**src/rtl/tdm_demux.sv**
```systemverilog
// tdm_demux: receive end of a time-division word stream.
// Collects one word per channel slot (slot 0 flagged by in_sync) into a shadow
// register set. It then publishes the whole frame at once on out_data, with a
// one-cycle out_valid pulse. Framing violations give a one-cycle frame_err
// pulse and the block resynchronises.
//
// Ports
//   clk        rising-edge clock
//   rst_n      asynchronous active-low reset
//   in_valid   in_data / in_sync valid this cycle
//   in_sync    marks the slot-0 word of a frame (qualified by in_valid)
//   in_data    channel word
//   out_data   last complete frame, channel k at [k*WIDTH +: WIDTH]
//   out_valid  one-cycle pulse when out_data updates
//   frame_err  one-cycle pulse on a framing violation
//   locked     1 while in LOCKED state (FSM state observation)
//   slot       next expected slot index
//
// Handshake: a word is consumed on every rising edge where in_valid is 1.
// There is no back-pressure. in_sync and in_data are ignored when in_valid is 0.
module tdm_demux #(
  parameter  int CHANNELS = 4,
  parameter  int WIDTH    = 8,
  localparam int SW       = $clog2(CHANNELS)
) (
  input  logic                      clk,
  input  logic                      rst_n,
  input  logic                      in_valid,
  input  logic                      in_sync,
  input  logic [WIDTH-1:0]          in_data,
  output logic [CHANNELS*WIDTH-1:0] out_data,
  output logic                      out_valid,
  output logic                      frame_err,
  output logic                      locked,
  output logic [SW-1:0]             slot
);

  typedef enum logic {
    ST_HUNT   = 1'b0,
    ST_LOCKED = 1'b1
  } state_t;

  localparam logic [SW-1:0] LAST_SLOT = SW'(CHANNELS - 1);

  state_t                      r_state;
  state_t                      w_state_nxt;
  logic [SW-1:0]               r_slot;
  logic [SW-1:0]               w_slot_nxt;
  // The last slot never needs shadowing. It goes straight from in_data into out_data.
  logic [WIDTH-1:0]            r_shadow [CHANNELS-1];
  logic [CHANNELS*WIDTH-1:0]   r_out_data;
  logic                        r_out_valid;
  logic                        r_frame_err;

  logic                        w_shadow_we;
  logic [SW-1:0]               w_shadow_idx;
  logic                        w_load;
  logic                        w_err;
  logic [CHANNELS*WIDTH-1:0]   w_frame;

  // State register
  always_ff @(posedge clk or negedge rst_n) begin
    if (!rst_n) r_state <= ST_HUNT;
    else        r_state <= w_state_nxt;
  end

  // Next-state logic
  always_comb begin
    w_state_nxt = r_state;
    if (in_valid) begin
      case (r_state)
        ST_HUNT:   if (in_sync) w_state_nxt = ST_LOCKED;
        ST_LOCKED: if (!in_sync && r_slot == '0) w_state_nxt = ST_HUNT;
        default:   w_state_nxt = ST_HUNT;
      endcase
    end
  end

  // Output / datapath decode
  always_comb begin
    w_shadow_we  = 1'b0;
    w_shadow_idx = '0;
    w_slot_nxt   = r_slot;
    w_load       = 1'b0;
    w_err        = 1'b0;
    if (in_valid) begin
      case (r_state)
        ST_HUNT: begin
          if (in_sync) begin
            w_shadow_we = 1'b1;
            w_slot_nxt  = SW'(1);
          end
        end
        ST_LOCKED: begin
          if (in_sync) begin
            // A sync at slot 0 starts a frame normally.
            // A sync anywhere else is early: drop the partial frame and restart on this word.
            w_shadow_we = 1'b1;
            w_slot_nxt  = SW'(1);
            w_err       = (r_slot != '0);
          end else if (r_slot == '0) begin
            // A word at slot 0 without sync means framing is lost.
            w_err = 1'b1;
          end else if (r_slot == LAST_SLOT) begin
            w_load     = 1'b1;
            w_slot_nxt = '0;
          end else begin
            w_shadow_we  = 1'b1;
            w_shadow_idx = r_slot;
            w_slot_nxt   = r_slot + SW'(1);
          end
        end
        default: ;
      endcase
    end
  end

  // Full frame = pre-edge shadow plus the word arriving now. A sync word on the
  // following edge may then overwrite shadow[0] without disturbing out_data.
  always_comb begin
    w_frame = '0;
    for (int k = 0; k < CHANNELS - 1; k++) begin
      w_frame[k*WIDTH +: WIDTH] = r_shadow[k];
    end
    w_frame[(CHANNELS-1)*WIDTH +: WIDTH] = in_data;
  end

  always_ff @(posedge clk or negedge rst_n) begin
    if (!rst_n) begin
      r_slot      <= '0;
      r_out_data  <= '0;
      r_out_valid <= 1'b0;
      r_frame_err <= 1'b0;
      for (int k = 0; k < CHANNELS - 1; k++) r_shadow[k] <= '0;
    end else begin
      r_slot      <= w_slot_nxt;
      r_out_valid <= w_load;
      r_frame_err <= w_err;
      if (w_load) r_out_data <= w_frame;
      for (int k = 0; k < CHANNELS - 1; k++) begin
        if (w_shadow_we && w_shadow_idx == SW'(k)) r_shadow[k] <= in_data;
      end
    end
  end

  assign out_data  = r_out_data;
  assign out_valid = r_out_valid;
  assign frame_err = r_frame_err;
  assign locked    = (r_state == ST_LOCKED);
  assign slot      = r_slot;

endmodule
```
**config.mk**
```make
export PLATFORM = sky130hd
export DESIGN_NAME = tdm_demux
export DESIGN_NICKNAME = d
export VERILOG_FILES = /design/src/rtl/tdm_demux.sv
export SDC_FILE = /design/constraint.sdc
export NUM_CORES = 1
export LEC_CHECK = 0
export ABC_AREA = 1
export ABC_CLOCK_PERIOD_IN_PS = 3300
export CAP_MARGIN = 20
export CORE_MARGIN = 3
export CORE_UTILIZATION = 55
export CTS_CLUSTER_DIAMETER = 200
export DETAILED_ROUTE_END_ITERATION = 16
export HOLD_SLACK_MARGIN = 0.06
export PLACE_DENSITY = 0.84
export REMOVE_ABC_BUFFERS = 1
export SETUP_SLACK_MARGIN = 0.05
export SLEW_MARGIN = 15
export SYNTH_ARGS = -nofsm -noshare
export SYNTH_HDL_FRONTEND = slang
export SYNTH_SLANG_ARGS = --single-unit
```
**constraint.sdc**
```tcl
create_clock -name clk -period 3.3 [get_ports clk]
set_clock_uncertainty 0.1 [all_clocks]
set_input_delay 0.66 -clock clk [delete_from_list [all_inputs] [get_ports clk]]
set_output_delay 0.66 -clock clk [all_outputs]
set_load 0.005 [all_outputs]
```
==> flow_summary.toml, run 1 <==
[status]
outcome = "completed"

[setup_path]
end_kind = "flop"
r2r_cells = 7
crit_slowest_cell = "clkdlybuf4s50_1"
cpLargestDelayFamily = "simple AND/OR/NAND/NOR gates"
worst-setup-path-type = "input pin to flop"
rrSetupSlack_ns = 1.17
cp.buffers_inverters = 1
crit_fanout = 27
r2r-start = "slot[0]"
timing.critical_path.mode_cell = "nand2_1"
slowest_delay_ns = 0.60
crit_chain = "clkdlybuf4s50_1, nand2_1, nand2_2, nand3_1, nand2_1, nand2_1"
reg2reg_to = "r_shadow[10]"
start_kind = "input pin"
required_ns = 3.42
crit_arrival_ns = 2.39

[power_and_ir_drop]
clockPowerShare_pct = 20.1
p_leak_uw = 0.001679
combPwrFrac_pct = 34.5
p_sw_uw = 916.5
switching_share_pct = 32.73
p_per_area_mw_per_mm2 = 888.5
power.internal_uw = 1884
pwr-share-seq_pct = 45.4
ir_drop_uv = 493.3

[timing]
setup_viol = 0
max_freq_ghz = 0.4398
final_hold_viol_count = 0
slew_viol_final = 0
rsz0062_at_grt = "no"
post-route-min-period_ns = 2.274
relSlewSlack_pct = 65.33
final.period_utilization_pct = 68.90
fin_setup_tns_ns = 0
worstMarginPinSlew_ns = 0.5193

[route]
ant_nets = 0
met2_length_mm = 2.379
avgRoutedWirePerCell_um = 13.01
finalWirelength_mm = 5.036
routed-wl-met3_um = 291
vias = 1998
wl_met1_mm = 2.314
via_per_inst = 5.163
top_layer = "met4"
drt_first_pass_iters = 5
drc = 0
drtIter0Drc = 168

[place]
place.gp.congestion = 0.8277
portBuffers = 48
hpwlAfterDp_mm = 3.442
place_area_mm2 = 0.002987

[die]
fp-row-count = 23
die_w_um = 73.12
die_y_um = 73.12
design.core.area_mm2 = 0.004173
io_pins = 49
initial_core_util_pct = 59.37
die_area_mm2 = 0.005346

[synth]
synth_top_area_share_pct = 61.62
netlist_area_mm2 = 0.002477
synth.distinct_cells = 16
yosysTopAreaCell = "dfrtp_1"
yosys_register_bits = 61
syn_avg_cell_area_um2 = 8.848
ys_seq_area_share_pct = 61.62
synthTopCellsByArea = "dfrtp_1, nand2_1, nand3_1"
yosysWarnings = 0
syn_inst = 280

[clock_tree]
cts_buffers = 9
postCtsSetupBuffers = 0
hold_buffers = 0
cts.clk_slew.worst_paths_ns = 0.06
clock_latency_ns = 0.33
cts_tree = "built"
post_cts_resized = 0
clk_path_buf_depth = 2
htreeDepth = 3
cts_root_buf = "clkbuf_8"
clock-sinks = 61

[run]
max-cap-violations = 0

[global_route]
grt_use_total_pct = 22.37
grt_overflow = 0
grt_pass1_vias = 1984
grt_max_degree = 42
grt_pass1_wl_mm = 8.976
antenna_found_initial = 0

[worst_hold_path]
hold_class = "input pin to async pin"

[final_layout]
nets = 351
syn2layout_area_growth_pct = 27.22
diodes = 0
drive_gt1_share_pct = 8.012
final_area_mm2 = 0.003152
==> how the worst max path moves through the flow <==
stage / start / slack, ns / cells after the start / end
finish: in_valid / 1.03 / 6 / r_shadow[10]
detailed placement: in_valid / 0.66 / 6 / r_shadow[10]
global route: in_valid / 0.86 / 6 / r_shadow[13]
global placement: in_valid / 0.76 / 6 / r_shadow[13]
floorplan: in_sync / 1.34 / 5 / out_data[0]
CTS: in_valid / 1.02 / 6 / r_shadow[10]
==> sequential cells by signal, indices dropped and copies added, names as in the netlist <==
signal	count
locked	1
slot	2
out_data	32
out_valid	1
r_shadow	24
frame_err	1
==> synth_stat cells <==
cell and count:
buf_4 3, dfrtp_1 61, nand3_1 30, nor2_2 3, inv_2 4, nand3_2 1, buf_2 2, nand2_2 1
o21ai_0 3, a21o_1 1, o21ai_1 1, ha_1 6, nand2_1 154, nor2_1 3, clkbuf_1 3, inv_1 4
==> final cells by class <==
cell class	count	area, um^2
Inverter	8	30.03
Clock buffer	10	137.6
Timing Repair Buffer	50	490.5
Fill cell	316	1021
Multi-Input combinational cell	203	877.1
Clock inverter	5	27.53
Tap cell	50	62.56
Sequential cell	61	1526
==> routing by layer <==
layer,global-route usage [%],vias up
li1,-,980
met3,6.474,6
met2,34.66,59
met4,7.992,0
met5,0,-
met1,30.06,953
==> worst reg2reg max path, stage by stage (launching register included) <==
cell     delay (ns)
dfrtp_1        0.44
inv_1          0.11
ha_1           0.31
nand3_1        0.08
nand2_2        0.35
nand3_1        0.39
nand2_1        0.18
nand2_1        0.07
==> cells by family after synthesis <==
logic type | count (synthesis) | share of synthesized area [%]
buf+inv | 16 | 2.979
fa+ha+maj | 6 | 3.030
simple gates | 192 | 31.26
compound gates | 5 | 1.111
flops | 61 | 61.62
==> power groups by stage <==
stage	Combinational (uW)	Clock [uW]	Sequential [uW]
detailed placement	975	0	1280
CTS	984	568	1280
global placement	943	0	1280
global route	1100	608	1320
floorplan	433	0	1270
finish	967	562	1270
==> placed cells by master (no fill, tap or decap), types with 2 or more instances in the layout <==
cell	instances
ha_1	6
clkdlybuf4s50_1	47
nand3_1	30
inv_2	4
clkbuf_8	10
nor2_1	3
nand2_1	154
dfrtp_1	61
buf_4	2
inv_1	4
nor2_2	3
o21ai_0	3
clkinv_2	4
==> metrics by stage <==
step	util [%]	total power [uW]	hold WS [ns]	instances	setup slack, ns
6_report	75.53	2800	0.1690	387	1.026
3_3_place_gp	71.57	2222	0.3574	372	0.7631
4_1_cts	75.53	2831	0.1697	387	1.018
5_1_grt	75.53	3031	0.1772	387	0.8562
2_1_floorplan	-	1704	0.2644	272	1.339
3_5_place_dp	71.57	2258	0.3577	372	0.6573
No activity file was read; power rests on OpenSTA's default activity.
==> inputs of run 2 (changes only) <==
- ABC_CLOCK_PERIOD_IN_PS: 3300 -> 2300
- CORE_UTILIZATION: 55 -> 51
- PLACE_DENSITY: 0.84 -> 0.79
- clock period: 3.3 -> 2.3 ns (I/O delays scaled with it)
==> run 2 against run 1 <==
  * Sequential power rose by 44%
  * Cell count rose by 5.4%
  * First-iteration DRC count rose by 18%
  * Via count rose by 4.5%
  * Critical path type is now flop to output port
  * Critical endpoint is now locked
  * Largest cell class unchanged
==> flow_summary.toml, run 2 (same netlist as run 1, synthesis figures left out) <==
[power_and_ir_drop]
ir_drop_uv = 636.1
p_sw_uw = 1350
pwr-share-seq_pct = 43.1
p_leak_uw = 0.001726
clockPowerShare_pct = 23.6
switching_share_pct = 31.74
p_total_uw = 4252
power.internal_uw = 2903
p_per_area_mw_per_mm2 = 1301
combPwrFrac_pct = 33.4

[global_route]
grt_overflow = 0
grt_pass1_wl_mm = 9.397
grt_pass1_vias = 2079
grt_use_total_pct = 22.19
antenna_found_initial = 0
grt_max_degree = 62

[route]
avgRoutedWirePerCell_um = 13.41
finalWirelength_mm = 5.471
via_per_inst = 5.115
drc = 0
drtIter0Drc = 198
ant_nets = 0
vias = 2087
drt_first_pass_iters = 5

[timing]
fin_setup_tns_ns = 0
relSlewSlack_pct = 74.31
slew_viol_final = 0
fin_ws_ns = 0.4000
post-route-min-period_ns = 1.900
worstMarginPinSlew_ns = 0.3849
max_freq_ghz = 0.5263
final_hold_viol_count = 0
final.period_utilization_pct = 82.61
setup_viol = 0
rsz0062_at_grt = "no"

[final_layout]
drive_gt1_share_pct = 9.038
nets = 356
final_area_mm2 = 0.003269
final_cell_mix = "nand2_1, dfrtp_1, clkdlybuf4s50_1, nand3_1, clkbuf_8"
diodes = 0
largest_reg_flops = 32
layout.cells.non_filler = 408
syn2layout_area_growth_pct = 31.97
final_common_cell = "nand2_1"

[setup_path]
crit_arrival_ns = 1.34
slowest_delay_ns = 0.55
cp.buffers_inverters = 1
crit_chain = "clkdlybuf4s50_1"
required_ns = 1.74
crit_slowest_cell = "clkdlybuf4s50_1"
crit_fanout = 6
end_kind = "output port"
start_kind = "flop"
cpLargestDelayFamily = "buffers and inverters"
worst-setup-path-type = "flop to output port"

[clock_tree]
clock_latency_ns = 0.34
htreeDepth = 3
cts_buffers = 9
cts.clk_slew.worst_paths_ns = 0.06
clk_path_buf_depth = 2
cts_root_buf = "clkbuf_8"
cts_tree = "built"
postCtsSetupBuffers = 0
clock-sinks = 61

[run]
max-cap-violations = 0

[place]
hpwlAfterDp_mm = 3.513
portBuffers = 48
dpl_worst_slack_ns = 0.2358
place_area_mm2 = 0.003048
place.gp.congestion = 0.7974
dp.cells = 391

[die]
fp-row-count = 24
design.core.area_mm2 = 0.004534
initial_core_util_pct = 54.64
io_pins = 49
die_y_um = 75.70
die_area_mm2 = 0.005730
die_w_um = 75.70

[worst_hold_path]
hold_class = "flop to flop"

[status]
outcome = "completed"
[run 2: changes by cell type in the layout (fill, tap and decap cells not counted), sizes merged]
cell / before / now
buf: 3 / 7
clkbuf: 10 / 13
clkinv: 4 / 1
bufinv: 0 / 1
dlygate4sd3: 0 / 1
[run 2: area by class of cell]
cell class / count / area, um^2
Clock buffer: 13 / 168.9
Clock inverter: 3 / 42.54
Inverter: 8 / 30.03
Timing Repair Buffer: 55 / 543.0
Sequential cell: 61 / 1526
Multi-Input combinational cell: 203 / 877.1
Tap cell: 65 / 81.33
Fill cell: 367 / 1265
[run 2: power groups by stage]
stage               combinational (uW)  clock, uW  sequential [uW]
floorplan                          621          0             1820
global placement                  1380          0             1840
detailed placement                1430          0             1840
CTS                               1440       1010             1830
global route                      1620       1060             1890
finish                            1420       1000             1830
[run 2: what timing repair did]
item                       4_1_cts  5_1_grt
hold buffers                     1        0
setup endpoints to repair        0        0
hold endpoints to repair        61        0
gates resized for setup          0        0
[run 2: metrics by stage]
stage | hold WS [ns] | utilization (%)
2_1_floorplan | 0.06441 | -
3_5_place_dp | 0.3533 | 67.22
5_1_grt | 0.3995 | 72.10
4_1_cts | 0.3746 | 72.10
3_3_place_gp | 0.3520 | 67.22
6_report | 0.3728 | 72.10
[run 2: final timing paths]
path                             start  cells after the start            to  slack (ns)
max                             locked                      1        locked        0.40
min                        r_shadow[7]                      2   r_shadow[7]        0.37
max reg2reg                    slot[0]                      7  r_shadow[12]        0.49
min reg2reg                r_shadow[7]                      2   r_shadow[7]        0.37
max in group asynchronous        rst_n                      3   r_shadow[0]        1.26
min in group asynchronous        rst_n                      3  out_data[27]        0.57
[run 2: per-layer routing]
| metal | vias up | share of wire (%) | global-route usage (%) |
|---|---|---|---|
| met1 | 1010 | 44 | 28.75 |
| met3 | 10 | 7.1 | 5.013 |
| li1 | 991 | - | - |
| met5 | - | 0 | 0 |
| met2 | 76 | 47 | 35.19 |
| met4 | 0 | 1.7 | 11.26 |
